### src/rtl/fp32_accumulator.sv
// Sequential fp32 accumulator: each accepted product passes ALIGN/ADD/NORM into a running
// sum register; denormals flush to zero, rounding truncates, overflow saturates to infinity.
module fp32_accumulator #(
  parameter int CLEAR_ON_OUT = 1
) (
  input  logic        clk,
  input  logic        rst_n,
  input  logic        in_valid,
  output logic        in_ready,
  input  logic [31:0] in_data,
  input  logic        in_last,
  output logic        out_valid,
  input  logic        out_ready,
  output logic [31:0] out_data
);

  typedef enum logic [2:0] {IDLE, ALIGN, ADD, NORM, HOLD} state_t;

  state_t      r_state;
  state_t      w_state_next;
  logic        r_armed;
  logic [31:0] r_acc;
  logic [31:0] r_in;
  logic        r_last;

  logic [7:0]  r_big_exp;
  logic [23:0] r_big_sig;
  logic [23:0] r_sml_sig;
  logic        r_big_sign;
  logic        r_sml_sign;
  logic        r_inf;
  logic        r_inf_sign;
  logic [24:0] r_sum;
  logic        r_sum_sign;

  logic        w_accept;
  logic        w_out_hs;

  // ---------------------------------------------------------------- control
  always_ff @(posedge clk or negedge rst_n) begin
    if (!rst_n) begin
      r_state <= IDLE;
      r_armed <= 1'b0;
    end else begin
      r_state <= w_state_next;
      r_armed <= 1'b1;
    end
  end

  // r_armed keeps in_ready low while reset is held and until the first edge after release.
  always_comb begin
    w_state_next = r_state;
    in_ready     = 1'b0;
    out_valid    = 1'b0;
    case (r_state)
      IDLE: begin
        in_ready = r_armed;
        if (in_valid && r_armed) w_state_next = ALIGN;
      end
      ALIGN: w_state_next = ADD;
      ADD:   w_state_next = NORM;
      NORM:  w_state_next = r_last ? HOLD : IDLE;
      HOLD: begin
        out_valid = 1'b1;
        if (out_ready) w_state_next = IDLE;
      end
      default: w_state_next = IDLE;
    endcase
  end

  assign w_accept = in_valid & in_ready;
  assign w_out_hs = out_valid & out_ready;
  assign out_data = r_acc;

  // ---------------------------------------------------------------- align
  logic [7:0]  w_a_exp;
  logic [7:0]  w_b_exp;
  logic [7:0]  w_big_exp;
  logic [7:0]  w_sml_exp;
  logic [7:0]  w_diff;
  logic [23:0] w_a_sig;
  logic [23:0] w_b_sig;
  logic [23:0] w_big_sig;
  logic [23:0] w_sml_sig;
  logic [23:0] w_sml_shift;
  logic        w_swap;
  logic        w_a_inf;
  logic        w_b_inf;

  assign w_a_exp     = r_acc[30:23];
  assign w_b_exp     = r_in[30:23];
  assign w_a_sig     = (w_a_exp == 8'd0) ? 24'd0 : {1'b1, r_acc[22:0]};
  assign w_b_sig     = (w_b_exp == 8'd0) ? 24'd0 : {1'b1, r_in[22:0]};
  assign w_a_inf     = &w_a_exp;
  assign w_b_inf     = &w_b_exp;
  assign w_swap      = w_b_exp > w_a_exp;
  assign w_big_exp   = w_swap ? w_b_exp : w_a_exp;
  assign w_sml_exp   = w_swap ? w_a_exp : w_b_exp;
  assign w_big_sig   = w_swap ? w_b_sig : w_a_sig;
  assign w_sml_sig   = w_swap ? w_a_sig : w_b_sig;
  assign w_diff      = w_big_exp - w_sml_exp;
  assign w_sml_shift = (w_diff >= 8'd25) ? 24'd0 : (w_sml_sig >> w_diff);

  // ---------------------------------------------------------------- add
  logic [24:0] w_sum;
  logic        w_sum_sign;

  always_comb begin
    w_sum      = 25'd0;
    w_sum_sign = r_big_sign;
    if (r_big_sign == r_sml_sign) begin
      w_sum = {1'b0, r_big_sig} + {1'b0, r_sml_sig};
    end else if (r_big_sig >= r_sml_sig) begin
      w_sum = {1'b0, r_big_sig} - {1'b0, r_sml_sig};
    end else begin
      w_sum      = {1'b0, r_sml_sig} - {1'b0, r_big_sig};
      w_sum_sign = r_sml_sign;
    end
  end

  // ---------------------------------------------------------------- normalize
  logic [4:0]  w_lz;
  logic        w_carry;
  logic [8:0]  w_exp_wide;
  logic [22:0] w_mant;
  logic        w_uf;
  logic        w_of;
  logic [31:0] w_result;

  always_comb begin
    w_lz = 5'd0;
    for (int i = 0; i < 24; i++) begin
      if (r_sum[i]) w_lz = 5'(23 - i);
    end
    w_carry    = r_sum[24];
    w_exp_wide = w_carry ? ({1'b0, r_big_exp} + 9'd1) : ({1'b0, r_big_exp} - {4'd0, w_lz});
    w_mant     = w_carry ? r_sum[23:1] : (r_sum[22:0] << w_lz);
    w_uf       = !w_carry && (r_big_exp <= {3'd0, w_lz});
    w_of       = w_carry && (w_exp_wide >= 9'd255);
    w_result   = {r_sum_sign, w_exp_wide[7:0], w_mant};
    if (r_inf) begin
      w_result = {r_inf_sign, 8'hFF, 23'd0};
    end else if ((r_sum == 25'd0) || w_uf) begin
      w_result = 32'd0;
    end else if (w_of) begin
      w_result = {r_sum_sign, 8'hFF, 23'd0};
    end
  end

  // ---------------------------------------------------------------- datapath registers
  always_ff @(posedge clk or negedge rst_n) begin
    if (!rst_n) begin
      r_acc      <= 32'd0;
      r_in       <= 32'd0;
      r_last     <= 1'b0;
      r_big_exp  <= 8'd0;
      r_big_sig  <= 24'd0;
      r_sml_sig  <= 24'd0;
      r_big_sign <= 1'b0;
      r_sml_sign <= 1'b0;
      r_inf      <= 1'b0;
      r_inf_sign <= 1'b0;
      r_sum      <= 25'd0;
      r_sum_sign <= 1'b0;
    end else begin
      if (w_accept) begin
        r_in   <= in_data;
        r_last <= in_last;
      end
      if (r_state == ALIGN) begin
        r_big_exp  <= w_big_exp;
        r_big_sig  <= w_big_sig;
        r_sml_sig  <= w_sml_shift;
        r_big_sign <= w_swap ? r_in[31] : r_acc[31];
        r_sml_sign <= w_swap ? r_acc[31] : r_in[31];
        r_inf      <= w_a_inf | w_b_inf;
        // An incoming infinity overrides whatever the accumulator holds.
        r_inf_sign <= w_b_inf ? r_in[31] : r_acc[31];
      end
      if (r_state == ADD) begin
        r_sum      <= w_sum;
        r_sum_sign <= w_sum_sign;
      end
      if (r_state == NORM) begin
        r_acc <= w_result;
      end else if (w_out_hs && (CLEAR_ON_OUT != 0)) begin
        r_acc <= 32'd0;
      end
    end
  end

endmodule
### config.mk
export PLATFORM = sky130hd
export DESIGN_NAME = fp32_accumulator
export DESIGN_NICKNAME = d
export VERILOG_FILES = /design/src/rtl/fp32_accumulator.sv
export SDC_FILE = /design/constraint.sdc
export NUM_CORES = 1
export LEC_CHECK = 0
export CAP_MARGIN = 20
export CORE_UTILIZATION = 62
export CTS_CLUSTER_SIZE = 14
export DETAILED_ROUTE_END_ITERATION = 8
export MAX_ROUTING_LAYER = met4
export PLACE_DENSITY = 0.8
export REMOVE_ABC_BUFFERS = 1
export SLEW_MARGIN = 20
export SYNTH_ARGS = -nofsm -noshare
export SYNTH_HDL_FRONTEND = slang
export SYNTH_SLANG_ARGS = --single-unit
### constraint.sdc
create_clock -name clk -period 6.1 [get_ports clk]
set_clock_uncertainty 0.2 [all_clocks]
set_input_delay 1.22 -clock clk [delete_from_list [all_inputs] [get_ports clk]]
set_output_delay 1.22 -clock clk [all_outputs]
set_load 0.01 [all_outputs]
==> results_dict.tcl <==
set metrics [dict create \
    post_cts_buffers 0 \
    vias 13480 \
    ant_nets 0 \
    synth.avg_cell_area_um2 8.278 \
    setup_viol 0 \
    clockBufferDepth 2 \
    fmax_mhz 201.3 \
    synth_top_cell_by_area "dfrtp_1" \
    fp.dieArea_mm2 0.02251 \
    yosysWarningCount 0 \
    drive_above_1_share 0.1008 \
    grt_pass1_vias 12750 \
    start_util 0.6402 \
    use_met2 0.6819 \
    ioPinCount 71 \
    busiest_layer "met2" \
    regArea_mm2 0.003879 \
    io_buffers 70 \
    ys.flop_type "dfrtp_1" \
    n_fill_cell 1677 \
    cts_resized 0 \
    antenna_cells 0 \
    yosysMostFrequentCell "nand2_1" \
    fin_crit_ns 4.968 \
    drt-initial-drc-count 1496 \
    synth_enable_flop_cells 0 \
    multi_input_area_mm2 0.008927 \
    worst_slew_pin_slew_ns 1.151 \
    gp_congestion 1.050 \
    grt_max_degree 71 \
    cp_data_arrival_time_ns 5.11 \
    synthToLayoutAreaGrowth_pct 10.84 \
    core-area_mm2 0.02122 \
    ys_seq_elements 155 \
    path_clk_slew_ns 0.07 \
    cts_made_buffers 17 \
    vias_per_cell 6.943 \
    rsz0062_at_grt "false" \
    ys_top_cells_by_count "nand2_1, dfrtp_1, a21oi_1, o21ai_0, nor2_1" \
    fp.dieW_um 150.0 \
    clock_sinks 155 \
    die_height_um 150.0 \
    synth_area_leaders "dfrtp_1, ha_1, mux2i_1" \
    met3_usage 0.1058 \
    yosysTopAreaCellShare 0.2855 \
    start_kind "register" \
    slew_viol_final 0 \
    synth_async_sr_flop_share 1.000 \
    cts-root-buf "clkbuf_16" \
    grt.overflow.total 0 \
    route.detailed.drc 0 \
    cts_tree "yes" \
    dp.final_hpwl_um 35220 \
    gr-usage-all-layers 0.4428 \
    worstSetupPathType "register to register" \
    min-delay-path-class "register to register" \
    yosysSeqAreaShare 0.2855 \
    cp_max_fo 21 \
    grtUsageMet1 0.5480 \
    crit_required_ns 6.24 \
    wire_per_inst_um 24.39 \
    rows 53 \
    dr.pass1.iters 6 \
    hold_buffers 0 \
    fin_nets 1783 \
    maxCapViolCount 0 \
    hold_violations 0 \
    clk_latency_ns 0.44 \
    fin_tns_setup_ns 0 \
    min_period_over_period 0.8144 \
    grt_first_pass_wirelength_um 72800 \
    antenna_found_initial 0 \
    synth_cells 1641 \
    h-tree-depth 4 \
    status "finished clean" \
    syn_area_mm2 0.01358 \
    cp-end-kind "register" \
    wirelength_um 47360 \
    ys_types 82 \
    slew_headroom 0.2275 \
]
[layout by cell type, fill, tap and decap left out, types with 14 or more instances in the layout]
cell	synthesis	layout
nand2_1	166	166
dfrtp_1	155	155
a21oi_1	137	134
o21ai_0	118	118
nor2_1	112	112
inv_1	104	104
mux2i_1	101	101
ha_1	88	88
clkdlybuf4s50_1	0	69
mux2_2	65	65
nand3_1	39	39
buf_4	2	30
nor3_1	29	29
a221oi_1	29	29
a31oi_1	24	24
a21o_1	23	23
xnor2_1	24	23
o22ai_1	21	21
o31ai_1	19	19
a211oi_1	19	19
o21bai_1	18	18
nand4_1	18	18
a22oi_1	18	18
clkbuf_16	0	17
nand2b_1	15	15
nor4_1	14	14
nor2b_1	14	14
o221ai_1	14	14
[through the flow]
stage | hold slack, ns | worst slack (ns) | cell area [µm²] | util | instances
after floorplan | 0.2497 | 0.07850 | 13170 | - | 1535
after global placement | 0.2646 | 1.398 | 14480 | 0.6825 | 1910
after detailed placement | 0.2888 | 1.272 | 14480 | 0.6825 | 1910
after CTS | 0.3034 | 1.256 | 15060 | 0.7096 | 1942
after global routing | 0.3406 | 0.8204 | 15060 | 0.7096 | 1942
final | 0.3036 | 1.132 | 15060 | 0.7096 | 1942
[per-layer routing]
metal  wire length, µm  vias up  part of all wire
li1                  -     6006                 -
met1             18490     6498              0.39
met2             21500      813              0.45
met3              4940      167              0.10
met4              2429        0             0.051
met5                 0        -                 0
[state kept, by name, summed over array words and instances (netlist names), 3 cells and up]
register,cells
out_data,32
r_in,32
r_sum,25
r_big_sig,24
r_sml_sig,24
r_big_exp,8
r_state,3
[area by class of cell]
type                       count  share of cell area
multi-input combinational   1272              0.5929
sequential                   155              0.2576
timing repair buffer         100             0.06158
clock buffer                  19             0.02942
inverter                     108             0.02692
tap                          275             0.02285
clock inverter                13            0.008725
[worst max-delay path, cell delays in order (launching register included)]
cell      delay (ns)
dfrtp_1         0.45
inv_1           0.09
ha_1            0.43
nand2_1         0.11
o21bai_1        0.22
a211oi_4        0.38
o21ai_2         0.13
nor2_1          0.13
a21oi_1         0.06
ha_1            0.89
buf_4           0.32
mux2i_1         0.10
o31ai_1         0.47
mux2i_1         0.18
o21ai_0         0.33
a21oi_1         0.14
o221ai_1        0.26
[logic make-up after synthesis]
kind of cell / after synthesis / synth area share
compound gates: 524 / 0.2506
xor+xnor: 34 / 0.02303
mux: 173 / 0.1399
simple gates: 448 / 0.1530
other cells: 1 / 0.0002761
buf+inv: 214 / 0.06070
flops: 155 / 0.2855
fa+ha+maj: 92 / 0.08695
[worst paths after layout]
| path | startpoint | to | slack [ns] | cells past startpoint |
|---|---|---|---|---|
| hold / removal | r_last | r_state[2] | 0.30 | 1 |
| setup reg to reg | out_data[26] | r_sml_sig[5] | 1.13 | 16 |
| hold reg to reg | r_last | r_state[2] | 0.30 | 1 |
| min in group asynchronous | rst_n | r_big_sig[4] | 0.58 | 1 |
| max in group asynchronous | rst_n | r_in[17] | 3.97 | 2 |
| setup / recovery | out_data[26] | r_sml_sig[5] | 1.13 | 16 |
Power is left out: the tool's default activity adds up to more than one toggle a clock period on the data nets, which glitch-free logic cannot reach.
